[config.mk]
export PLATFORM = sky130hd
export DESIGN_NAME = cell_volt_rx
export DESIGN_NICKNAME = d
export VERILOG_FILES = /design/src/rtl/cell_rx_pkg.sv /design/src/rtl/bit_sync.sv /design/src/rtl/cell_volt_rx.sv
export SDC_FILE = /design/constraint.sdc
export NUM_CORES = 1
export LEC_CHECK = 0
export CORE_MARGIN = 4
export CORE_UTILIZATION = 30
export DETAILED_ROUTE_END_ITERATION = 8
export SLEW_MARGIN = 20
export SYNTH_ARGS = -nofsm -noshare
export SYNTH_HDL_FRONTEND = slang
export SYNTH_SLANG_ARGS = --single-unit
[constraint.sdc]
create_clock -name clk -period 2.35 [get_ports clk]
set_input_delay 0.3525 -clock clk [delete_from_list [all_inputs] [get_ports clk]]
set_output_delay 0.3525 -clock clk [all_outputs]
set_load 0.01 [all_outputs]
[src/rtl/cell_rx_pkg.sv]
// Shared definitions for the MMC cell-voltage serial receiver: FSM states,
// default timing/limit constants, error-counter width, majority-vote helper.
package cell_rx_pkg;

    typedef enum logic [2:0] {
        ST_IDLE      = 3'd0,
        ST_START     = 3'd1,
        ST_DATA      = 3'd2,
        ST_STOP      = 3'd3,
        ST_WAIT_IDLE = 3'd4
    } rx_state_t;

    localparam int unsigned DEF_BIT_CYCLES     = 5208;        // 50 MHz / 9600 Bd
    localparam int unsigned DEF_TIMEOUT_CYCLES = 25_000_000;  // 0.5 s at 50 MHz
    localparam logic [7:0]  DEF_OV_LIMIT       = 8'd230;
    localparam int unsigned ERR_CNT_W          = 8;

    function automatic logic maj3(input logic a, input logic b, input logic c);
        return (a & b) | (a & c) | (b & c);
    endfunction

endpackage

[src/rtl/bit_sync.sv]
// Two-flop synchronizer for the asynchronous fibre line; resets to 1 (line idle).
module bit_sync (
    input  logic i_clk,
    input  logic i_rst_n,
    input  logic i_d,
    output logic o_q
);

    logic r_meta;
    logic r_sync;

    // Double-register the raw input to settle metastability.
    always_ff @(posedge i_clk or negedge i_rst_n) begin
        if (!i_rst_n) begin
            r_meta <= 1'b1;
            r_sync <= 1'b1;
        end else begin
            r_meta <= i_d;
            r_sync <= r_meta;
        end
    end

    assign o_q = r_sync;

endmodule

[src/rtl/cell_volt_rx.sv]
// Cell-voltage 8N1 serial receiver (idle-high, LSB first) for one fibre input.
// Outputs a validated sample with strobe, framing-error strobe/counter,
// link-stale flag and overvoltage flag.
// Optional: CELL_RX_MAJORITY_EN selects 2-of-3 majority sampling at each bit point.
module cell_volt_rx
    import cell_rx_pkg::*;
#(
    parameter int unsigned BIT_CYCLES     = DEF_BIT_CYCLES,
    parameter int unsigned TIMEOUT_CYCLES = DEF_TIMEOUT_CYCLES,
    parameter logic [7:0]  OV_LIMIT       = DEF_OV_LIMIT
) (
    input  logic                 clk,
    input  logic                 rst,
    input  logic                 clr,
    input  logic                 rx_in,
    output logic [7:0]           data,
    output logic                 valid,
    output logic                 frame_err,
    output logic [ERR_CNT_W-1:0] err_cnt,
    output logic                 stale,
    output logic                 ov
);

    localparam int unsigned CW = $clog2(BIT_CYCLES);
    localparam int unsigned TW = $clog2(TIMEOUT_CYCLES + 1);
    localparam logic [CW-1:0] C_HALF = CW'(BIT_CYCLES / 2);
    localparam logic [CW-1:0] C_LAST = CW'(BIT_CYCLES - 1);
    localparam logic [TW-1:0] T_MAX  = TW'(TIMEOUT_CYCLES);

    logic                 w_rx;
    logic                 w_bit;
    rx_state_t            r_state;
    rx_state_t            w_state_nxt;
    logic                 w_cnt_clr;
    logic                 w_shift;
    logic                 w_commit;
    logic                 w_ferr;
    logic [CW-1:0]        r_cnt;
    logic [2:0]           r_bitn;
    logic [7:0]           r_shift;
    logic                 r_h1;
    logic [7:0]           r_data;
    logic                 r_valid;
    logic                 r_ferr;
    logic [ERR_CNT_W-1:0] r_err_cnt;
    logic                 r_ov;
    logic [TW-1:0]        r_tcnt;
    logic                 r_stale;

    bit_sync u_sync (
        .i_clk   (clk),
        .i_rst_n (rst),
        .i_d     (rx_in),
        .o_q     (w_rx)
    );

`ifdef CELL_RX_MAJORITY_EN
    logic r_h2;

    // Two-deep history of the synchronized line for majority voting.
    always_ff @(posedge clk or negedge rst) begin
        if (!rst) begin
            r_h1 <= 1'b1;
            r_h2 <= 1'b1;
        end else if (clr) begin
            r_h1 <= 1'b1;
            r_h2 <= 1'b1;
        end else begin
            r_h1 <= w_rx;
            r_h2 <= r_h1;
        end
    end

    // Vote is centred on the previous cycle so decisions land on the same
    // clock as single-sample mode, keeping valid/frame_err timing identical.
    assign w_bit = maj3(r_h2, r_h1, w_rx);
`else
    // Previous synchronized line value for falling-edge detection.
    always_ff @(posedge clk or negedge rst) begin
        if (!rst)     r_h1 <= 1'b1;
        else if (clr) r_h1 <= 1'b1;
        else          r_h1 <= w_rx;
    end

    assign w_bit = w_rx;
`endif

    // FSM state register.
    always_ff @(posedge clk or negedge rst) begin
        if (!rst)     r_state <= ST_IDLE;
        else if (clr) r_state <= ST_IDLE;
        else          r_state <= w_state_nxt;
    end

    // Next-state and per-cycle control strobes.
    always_comb begin
        w_state_nxt = r_state;
        w_cnt_clr   = 1'b0;
        w_shift     = 1'b0;
        w_commit    = 1'b0;
        w_ferr      = 1'b0;
        case (r_state)
            ST_IDLE: begin
                w_cnt_clr = 1'b1;
                if (!w_rx && r_h1) w_state_nxt = ST_START;
            end
            ST_START: begin
                if (r_cnt == C_HALF) begin
                    w_cnt_clr   = 1'b1;
                    w_state_nxt = w_bit ? ST_IDLE : ST_DATA;
                end
            end
            ST_DATA: begin
                if (r_cnt == C_LAST) begin
                    w_cnt_clr = 1'b1;
                    w_shift   = 1'b1;
                    if (r_bitn == 3'd7) w_state_nxt = ST_STOP;
                end
            end
            ST_STOP: begin
                if (r_cnt == C_LAST) begin
                    w_cnt_clr = 1'b1;
                    if (w_bit) begin
                        w_commit    = 1'b1;
                        w_state_nxt = ST_IDLE;
                    end else begin
                        w_ferr      = 1'b1;
                        w_state_nxt = ST_WAIT_IDLE;
                    end
                end
            end
            ST_WAIT_IDLE: begin
                w_cnt_clr = 1'b1;
                if (w_rx) w_state_nxt = ST_IDLE;
            end
            default: w_state_nxt = ST_IDLE;
        endcase
    end

    // Bit-period counter, restarted at every sample point.
    always_ff @(posedge clk or negedge rst) begin
        if (!rst)                  r_cnt <= '0;
        else if (clr || w_cnt_clr) r_cnt <= '0;
        else                       r_cnt <= r_cnt + 1'b1;
    end

    // Data-bit index and LSB-first shift register.
    always_ff @(posedge clk or negedge rst) begin
        if (!rst) begin
            r_bitn  <= '0;
            r_shift <= '0;
        end else if (clr) begin
            r_bitn  <= '0;
            r_shift <= '0;
        end else begin
            if (r_state != ST_DATA) r_bitn <= '0;
            else if (w_shift)       r_bitn <= r_bitn + 1'b1;
            if (w_shift) r_shift <= {w_bit, r_shift[7:1]};
        end
    end

    // Committed sample, strobes, overvoltage flag and saturating error count.
    always_ff @(posedge clk or negedge rst) begin
        if (!rst) begin
            r_data    <= '0;
            r_valid   <= 1'b0;
            r_ferr    <= 1'b0;
            r_err_cnt <= '0;
            r_ov      <= 1'b0;
        end else if (clr) begin
            r_data    <= '0;
            r_valid   <= 1'b0;
            r_ferr    <= 1'b0;
            r_err_cnt <= '0;
            r_ov      <= 1'b0;
        end else begin
            r_valid <= w_commit;
            r_ferr  <= w_ferr;
            if (w_commit) begin
                r_data <= r_shift;
                r_ov   <= (r_shift > OV_LIMIT);
            end
            if (w_ferr && (r_err_cnt != '1)) r_err_cnt <= r_err_cnt + 1'b1;
        end
    end

    // Link-timeout counter; stale is registered so it drops together with valid.
    always_ff @(posedge clk or negedge rst) begin
        if (!rst) begin
            r_tcnt  <= '0;
            r_stale <= 1'b1;
        end else if (clr) begin
            r_tcnt  <= '0;
            r_stale <= 1'b1;
        end else if (w_commit) begin
            r_tcnt  <= '0;
            r_stale <= 1'b0;
        end else if (r_tcnt != T_MAX) begin
            r_tcnt <= r_tcnt + 1'b1;
            if (r_tcnt == T_MAX - TW'(1)) r_stale <= 1'b1;
        end
    end

    assign data      = r_data;
    assign valid     = r_valid;
    assign frame_err = r_ferr;
    assign err_cnt   = r_err_cnt;
    assign stale     = r_stale;
    assign ov        = r_ov;

endmodule
==> results of run 1 <==
## routing by layer
metal | GRT usage [%] | vias up | part of all wire, %
met3 | 3.32 | 15 | 5.0
met5 | 0 | - | 0
met1 | 16.1 | 1427 | 49
met2 | 17.9 | 56 | 44
li1 | - | 1432 | -
met4 | 5.31 | 0 | 2.1
## area by class of cell
class                   instances  area [sq um]
well taps                     168           210
clock inverters                 6          90.1
repair buffers                 34           338
clock buffers                  10           229
fillers                      1184          7600
inverters                      12          45.0
multi-input cells             270          1770
flip-flops and latches         75          1880
## logic make-up after synthesis
logic type | count (synthesis) | synth area share, %
AND/OR/NAND/NOR | 169 | 25.8
flip-flops | 75 | 49.7
AO/OA/AOI/OAI | 61 | 10.6
buffers and inverters | 32 | 3.57
XOR/XNOR | 23 | 5.32
multiplexers | 10 | 2.65
adder cells (fa/ha/maj) | 7 | 2.31
## state kept, by name (all words and copies together) (netlist names)
register       flops
valid              1
r_h1               1
r_shift            8
data               8
r_state            3
stale              1
r_cnt             13
u_sync.o_q         1
u_sync.r_meta      1
frame_err          1
err_cnt            8
ov                 1
r_tcnt            25
r_bitn             3
## path summary, 6_finish.rpt
kind	slack, ns	startpoint	endpoint	cells past startpoint
min in group asynchronous	0.53	rst	r_tcnt[14]	2
setup reg to reg	0.22	r_cnt[0]	err_cnt[5]	5
setup / recovery	0.22	r_cnt[0]	err_cnt[5]	5
hold / removal	0.35	u_sync.r_meta	u_sync.o_q	0
max in group asynchronous	1.17	rst	r_h1	3
hold reg to reg	0.35	u_sync.r_meta	u_sync.o_q	0
## metrics by stage
step | total power [mW] | util, %
finish | 2.92 | 37.5
global route | 3.04 | 37.5
CTS | 2.97 | 37.5
detailed placement | 1.48 | 34.8
global placement | 1.47 | 34.8
floorplan | 1.41 | -
## power by group
part           leakage, nW  switching (mW)  internal, mW  total (mW)
sequential            1.03          0.0223          1.31        1.33
clock                0.141           0.536         0.929        1.47
combinational        0.700          0.0809        0.0422       0.123
total                 1.87           0.640          2.28        2.92
## what timing repair did
item | CTS | global route
gates resized for setup | 0 | 1
hold buffers | 1 | 0
hold endpoints to repair | 33 | 0
setup endpoints to repair | 0 | 1
## layout by cell type (no fill, tap or decap), drive strengths merged, types with 11 or more instances in the layout
cell           count
nor2              42
dfrtp             71
clkdlybuf4s50     22
nand2             18
nor3              11
nand3             20
o21ai             11
buf               11
nand4             18
a21oi             21
xor2              13
inv               12
==> out/qor.yml, run 1 <==
drt_pre_antenna_iters: 4
synth_most_common_cell: "dfrtp_1"
cp_top_family: "simple AND/OR/NAND/NOR gates"
power.density_nw_per_um2: 640
hold_class: "register to register"
pre_cts_ws_ns: 0.219
power_leakage_nw: 1.87
instances_no_fill: 575
drive_above_1_share_pct: 9.83
slowest_stage: "or4_1"
yosysTopAreaCell: "dfrtp_1"
root_buffer: "clkbuf_16"
rsz0062_at_grt: "no"
cts_setup_buffers: 0
place_congestion: 0.842
clk_path_buf_depth: 2
setup_slack_ns: 0.224
crit_arrival_ns: 2.39
cts_tree: "done"
synth_edf_count: 0
path_clk_slew_ns: 0.06
yosysWarningCount: 0
fin_crit_sh_pct: 90.5
viasPerCell: 5.10
synth_cell_types: 49
worst_slew_pin_slew_ns: 0.492
place_inst: 558
fmax_mhz: 470
grt_pass1_wl_mm: 14.1
wl_per_cell_microns: 13.9
insertion_delay_ns: 0.34
area_growth_pct: 20.6
netlist_top_cells_area: "dfrtp_1, nor2_1, xor2_1"
final_hold_viol_count: 0
design_area_sq_um: 4560
grt_max_degree: 41
vias: 2930
worstPathMaxFanout: 10
slew_violations: 0
fin_hold_ws_ns: 0.355
maxCapViolCount: 0
synth_top_area_share_pct: 47.0
die_area_sq_um: 14500
syn_avg_cell_area_sq_um: 10.0
setup_violations: 0
yosys_most_used_dff: "dfrtp_1"
io_buffers: 23
crit_chain: "ha_2 -> and4bb_2 -> nand4_2 -> or4_1 -> a21oi_1"
die_w_microns: 120
fin_tns_setup_ns: 0
n_antenna_cell: 0
seq_area_frac_synth_pct: 49.7
cts.sinks: 75
final_nets: 413
start_util_pct: 31.1
worst_setup_path_start_kind: "register"
drtIter0Drc: 169
die_h_microns: 120
synthArstFlopShare_pct: 100
gr-total-overflow: 0
boundaryPins: 24
syn_inst: 377
dpl_cell_area_sq_um: 4230
skew_ns: 0.00481
dp_hpwl_mm: 5.47
ctsHtreeMaxLevel: 3
peakVddDrop_mv: 0.247
worstSetupEndpointType: "register"
critPathBufInv: 0
crit_required_ns: 2.61
crit_type: "register to register"
track_usage_pct: 11.9
num_rows: 40
max-slew-margin-rel_pct: 67.2
grt_pass1_vias: 2961
synth_nets: 388
routed_wl_mm: 8.02
min_period_ns: 2.13
ant_nets: 0
critPathMaxStageDelay_ns: 0.58
remaining_drc_errors: 0
numCtsBuffers: 9
synthTopCellsByCount: "dfrtp_1, nor2_1, a21oi_1, nand3_1, nand2_1"
synth_area_sq_um: 3780
antenna_found_initial: 0
outcome: "finished clean"
synth_seq_cells: 75
core_area_sq_um: 12200
(Power assumes the default switching activity.)
==> run 2, diff against run 1 <==
--- a/config.mk
+++ b/config.mk
@@ -5,9 +5,11 @@
 export SDC_FILE = /design/constraint.sdc
 export NUM_CORES = 1
 export LEC_CHECK = 0
+export CORE_ASPECT_RATIO = 0.75
 export CORE_MARGIN = 4
-export CORE_UTILIZATION = 30
+export CORE_UTILIZATION = 50
 export DETAILED_ROUTE_END_ITERATION = 8
+export PLACE_DENSITY = 0.69
 export SLEW_MARGIN = 20
 export SYNTH_ARGS = -nofsm -noshare
 export SYNTH_HDL_FRONTEND = slang
==> out/qor.yml, run 2 (synthesized netlist as in run 1, its figures left out) <==
antenna_found_initial: 0  # unchanged
track_usage_pct: 18.1  # +6.2 points
instances_no_fill: 511  # -11%
setup_violations: 0  # unchanged
rsz0062_at_grt: "no"
layout.cells.most_common: "dfrtp_1"
place_congestion: 0.810  # -3.9%
path_clk_slew_ns: 0.08  # +0.02 ns
min_period_ns: 2.06  # -0.0639 ns
worstHoldStart: "u_sync.r_meta"
power.density_nw_per_um2: 562  # -12%
die_h_microns: 83.3  # -31%
crit_type: "register to register"
rr_worst_depth: 5  # unchanged
gr-total-overflow: 0  # unchanged
worstSetupEndpointType: "register"
top_regs: "r_tcnt (25), r_cnt (13)"
worstPathMaxFanout: 11  # +1
critPathMaxStageDelay_ns: 0.57  # about the same
hold_depth: 0  # unchanged
grt_max_degree: 40  # -2.4%
insertion_delay_ns: 0.34  # about the same
drt_pre_antenna_iters: 4  # unchanged
r2r_setup_slack_ns: 0.29  # +0.06 ns
grt_pass1_vias: 2673  # -9.7%
vias: 2949  # +0.65%
slew_violations: 0  # unchanged
worst_slew_pin_slew_ns: 0.505  # +0.0127 ns
drive_above_1_share_pct: 10.2  # +0.42 points
viasPerCell: 5.77  # +13%
max-slew-margin-rel_pct: 66.3  # -0.94 points
cts_tree: "done"
die_area_sq_um: 9040  # -38%
final_nets: 416  # +0.73%
grt_pass1_wl_mm: 13.2  # -6.6%
seqCellArea_sq_um: 1880  # unchanged
fin_tns_setup_ns: 0  # unchanged
place_inst: 494  # -11%
skew_ns: 0.00798  # +0.00316 ns
num_rows: 27  # -33%
worstReg2RegEnd: "err_cnt[5]"
remaining_drc_errors: 0  # unchanged
fin_crit_sh_pct: 87.8  # -2.7 points
io_buffers: 23  # unchanged
fmax_mhz: 485  # +3.1%
cts.sinks: 75  # unchanged
wl_per_cell_microns: 15.0  # +7.4%
root_buffer: "clkbuf_8"
boundaryPins: 24  # unchanged
cts_setup_buffers: 0  # unchanged
crit_required_ns: 2.62  # about the same
r2r_start: "r_cnt[0]"
top_register: "r_tcnt"
numCtsBuffers: 9  # unchanged
ctsHtreeMaxLevel: 3  # unchanged
ant_nets: 0  # unchanged
fillers: 665  # -44%
layout_common_cells: "dfrtp_1, nor2_1, clkdlybuf4s50_1"
n_antenna_cell: 0  # unchanged
start_util_pct: 51.4  # +20 points
die_w_microns: 108  # -9.9%
final_hold_viol_count: 0  # unchanged
worst_setup_path_start_kind: "register"
crit_cells: 5  # unchanged
power_leakage_nw: 1.85  # -1.3%
clk_path_buf_depth: 2  # unchanged
drtIter0Drc: 146  # -14%
outcome: "finished clean"
peakVddDrop_mv: 0.325  # +32%
hold_class: "register to register"
maxCapViolCount: 0  # unchanged
p_total_mw: 2.46  # -16%
multi_input_area_sq_um: 1770  # -0.14%
dp_hpwl_mm: 5.23  # -4.4%
crit_chain: "ha_1 -> and4bb_2 -> nand4_2 -> or4_1 -> a21oi_1"
routed_wl_mm: 7.66  # -4.5%
cp_top_family: "simple AND/OR/NAND/NOR gates"
crit_arrival_ns: 2.33  # -0.06 ns
core_area_sq_um: 7360  # -39%
critPathBufInv: 0  # unchanged
slowest_stage: "or4_1"
area_growth_pct: 15.9
whs_endpoint: "u_sync.o_q"
largest_register_ffs: 25  # unchanged
## run 2: worst max-delay path by stage
stage	endpoint	slack, ns	from
after floorplan	r_tcnt[23]	0.42	r_cnt[0]
after global placement	err_cnt[5]	0.38	r_cnt[0]
after detailed placement	err_cnt[5]	0.31	r_cnt[0]
after CTS	err_cnt[5]	0.28	r_cnt[0]
after global routing	err_cnt[5]	0.12	r_cnt[0]
final	err_cnt[5]	0.29	r_cnt[0]
## run 2: cell type report
| type | count | share of cell area (%) |
|---|---|---|
| tap | 101 | 2.88 |
| clock buffer | 12 | 3.54 |
| multi-input combinational | 270 | 40.3 |
| clock inverter | 4 | 1.14 |
| timing repair buffer | 37 | 8.22 |
| sequential | 75 | 42.9 |
| inverter | 12 | 1.03 |
## run 2: layer usage
| metal | share of wire, % | GRT usage [%] | up-vias | wire length [microns] |
|---|---|---|---|---|
| met5 | 0 | 0 | - | 0 |
| met4 | 0.82 | 4.70 | 0 | 63 |
| met3 | 4.7 | 4.74 | 6 | 360 |
| met2 | 44 | 25.2 | 58 | 3370 |
| met1 | 50 | 27.9 | 1446 | 3860 |
| li1 | - | - | 1439 | - |
## run 2: metrics by stage
stage	worst slack [ns]	util (%)	area, sq um	hold slack, ns
floorplan	0.419	-	3780	0.0569
finish	0.288	59.5	4390	0.358
global placement	0.379	56.6	4170	0.346
detailed placement	0.306	56.6	4170	0.348
global route	0.117	59.5	4390	0.371
CTS	0.282	59.5	4390	0.359
## run 2: worst register-to-register path: cells and delay by family (launching register included)
| kind | cells | cell delay, ns |
|---|---|---|
| adders and majority gates | 1 | 0.19 |
| DFF | 1 | 0.43 |
| AOI/OAI and AO/OA | 1 | 0.15 |
| and+or+nand+nor | 3 | 1.22 |
## run 2: timing repair
item                                    in CTS  in global routing
endpoints found under the setup margin       0                  0
hold buffers                                 1                  0
hold endpoints to repair                    36                  0
resized for setup                            0                  0
## run 2: where the power goes
part | leakage, nW | switching (mW) | internal (mW)
combinational | 0.718 | 0.0816 | 0.0446
sequential | 1.03 | 0.0215 | 1.31
clock | 0.0986 | 0.463 | 0.547
total | 1.85 | 0.566 | 1.90
==> run 3, diff against run 2 <==
--- a/config.mk
+++ b/config.mk
@@ -7,9 +7,8 @@
 export LEC_CHECK = 0
 export CORE_ASPECT_RATIO = 0.75
 export CORE_MARGIN = 4
-export CORE_UTILIZATION = 50
+export CORE_UTILIZATION = 44
 export DETAILED_ROUTE_END_ITERATION = 8
-export PLACE_DENSITY = 0.69
 export SLEW_MARGIN = 20
 export SYNTH_ARGS = -nofsm -noshare
 export SYNTH_HDL_FRONTEND = slang
==> constraint.sdc (replaced) <==
create_clock -name clk -period 2.25 [get_ports clk]
set_input_delay 0.3375 -clock clk [delete_from_list [all_inputs] [get_ports clk]]
set_output_delay 0.3375 -clock clk [all_outputs]
set_load 0.01 [all_outputs]
==> out/qor.yml, run 3 (synthesized netlist as in run 1, its figures left out) <==
io_buffers: 23  # unchanged
worstSetupEndpointType: "register"
layout.cells.most_common: "dfrtp_1"
design_area_sq_um: 4570  # +4.2%
cts_tree: "done"
worst_slew_pin_slew_ns: 0.485  # -0.0199 ns
hold_class: "register to register"
drt_pre_antenna_iters: 5  # +1
insertion_delay_ns: 0.33  # about the same
final_hold_viol_count: 0  # unchanged
maxCapViolCount: 0  # unchanged
outcome: "finished clean"
place_inst: 506  # +2.4%
finalCoreUtilization_pct: 56.2  # -3.3 points
start_util_pct: 46.6  # -4.8 points
dp_hpwl_mm: 5.61  # +7.2%
vias: 2958  # +0.31%
worstPathMaxFanout: 13  # +2
num_rows: 28  # +3.7%
top_regs: "r_tcnt (25), r_cnt (13)"
slew_violations: 0  # unchanged
pre_cts_ws_ns: 0.181  # -0.125 ns
fin_hold_ws_ns: 0.360  # +0.00141 ns
die_area_sq_um: 10200  # +12%
fmax_mhz: 494  # +2.0%
grt_pass1_vias: 2834  # +6.0%
die_w_microns: 115  # +6.1%
critical_path.startpoint: "r_state[0]"
area_growth_pct: 20.7
gr-total-overflow: 0  # unchanged
clk_path_buf_depth: 2  # unchanged
rsz0062_at_grt: "no"
boundaryPins: 24  # unchanged
dpl_cell_area_sq_um: 4210  # +0.96%
peakVddDrop_mv: 0.540  # +66%
drive_above_1_share_pct: 12.4  # +2.2 points
place_congestion: 0.844  # +4.3%
final_nets: 424  # +1.9%
core_area_sq_um: 8130  # +10%
crit_required_ns: 2.50  # -0.12 ns
top_register: "r_tcnt"
r2r_start: "r_state[0]"
p_total_mw: 3.16  # +28%
endpoint: "err_cnt[3]"
remaining_drc_errors: 0  # unchanged
fin_tns_setup_ns: 0  # unchanged
path_clk_slew_ns: 0.06  # -0.02 ns
r2r_setup_slack_ns: 0.23  # -0.06 ns
worstReg2RegEnd: "err_cnt[3]"
layout_common_cells: "dfrtp_1, nor2_1, clkdlybuf4s50_1, buf_4, a21oi_1"
setup_violations: 0  # unchanged
crit_arrival_ns: 2.27  # -0.06 ns
drtIter0Drc: 276  # +89%
crit_type: "register to register"
viasPerCell: 5.66  # -2.0%
antenna_found_initial: 0  # unchanged
ctsHtreeMaxLevel: 3  # unchanged
min_period_ns: 2.02  # -0.0399 ns
power.density_nw_per_um2: 692  # +23%
routed_wl_mm: 8.29  # +8.3%
worst_setup_path_start_kind: "register"
die_h_microns: 88.3  # +6.0%
grt_max_degree: 38  # -5.0%
numCtsBuffers: 9  # unchanged
power_leakage_nw: 1.94  # +5.3%
root_buffer: "clkbuf_16"
largest_register_ffs: 25  # unchanged
fin_crit_sh_pct: 89.9  # +2.1 points
rr_worst_depth: 4  # -1
n_antenna_cell: 0  # unchanged
max-slew-margin-rel_pct: 67.4  # +1.1 points
instances_no_fill: 523  # +2.3%
fillers: 727  # +9.3%
skew_ns: 0.00914  # +0.00116 ns
grt_pass1_wl_mm: 14.1  # +7.0%
wl_per_cell_microns: 15.8  # +5.8%
cts.sinks: 75  # unchanged
track_usage_pct: 17.6  # -0.50 points
ant_nets: 0  # unchanged
setup_slack_ns: 0.228  # -0.0601 ns
[run 3: cell types whose count changed in the layout (fill, tap and decap cells not counted), sizes merged]
cell | before | now
bufinv | 1 | 3
buf | 14 | 22
clkbuf | 12 | 9
clkinvlp | 2 | 1
clkinv | 1 | 3
[run 3: final cells by class]
type                    instances  area (sq um)  area share (%)
multi-input cells             270          1770            38.8
inverters                      12          45.0           0.986
repair buffers                 45           395            8.66
well taps                     105           131            2.88
clock inverters                 7           116            2.55
flip-flops and latches         75          1880            41.2
clock buffers                   9           225            4.93
[run 3: worst min-delay path by stage]
| stage | cells after the start | endpoint | slack (ns) | start |
|---|---|---|---|---|
| CTS | 0 | u_sync.o_q | 0.36 | u_sync.r_meta |
| floorplan | 0 | data[0] | 0.04 | rst |
| global placement | 1 | err_cnt[3] | 0.34 | rst |
| detailed placement | 1 | data[2] | 0.34 | rst |
| global route | 0 | u_sync.o_q | 0.36 | u_sync.r_meta |
| finish | 0 | u_sync.o_q | 0.36 | u_sync.r_meta |
[run 3: report_power, final]
group | internal, mW | switching [mW] | total (mW)
logic | 0.0444 | 0.0866 | 0.131
clock network | 1.08 | 0.559 | 1.64
registers | 1.37 | 0.0231 | 1.39
[run 3: layer usage]
metal / wire [microns] / GRT usage (%)
met5: 0 / 0
met4: 85 / 5.22
met3: 404 / 5.19
met2: 3470 / 24.5
met1: 4320 / 26.5
[run 3: worst max-delay path, stage by stage, from the launching register on]
cell and delay (ns):
dfrtp_1 0.47, nor4bb_2 0.38, nand4_2 0.34, or4_1 0.58, a21oi_1 0.17
[run 3: what timing repair did]
action                     in CTS  in global routing
setup buffers                   0                  0
gates resized for setup         0                  1
hold buffers                    1                  0
hold endpoints to repair       33                  0
setup endpoints to repair       0                  1
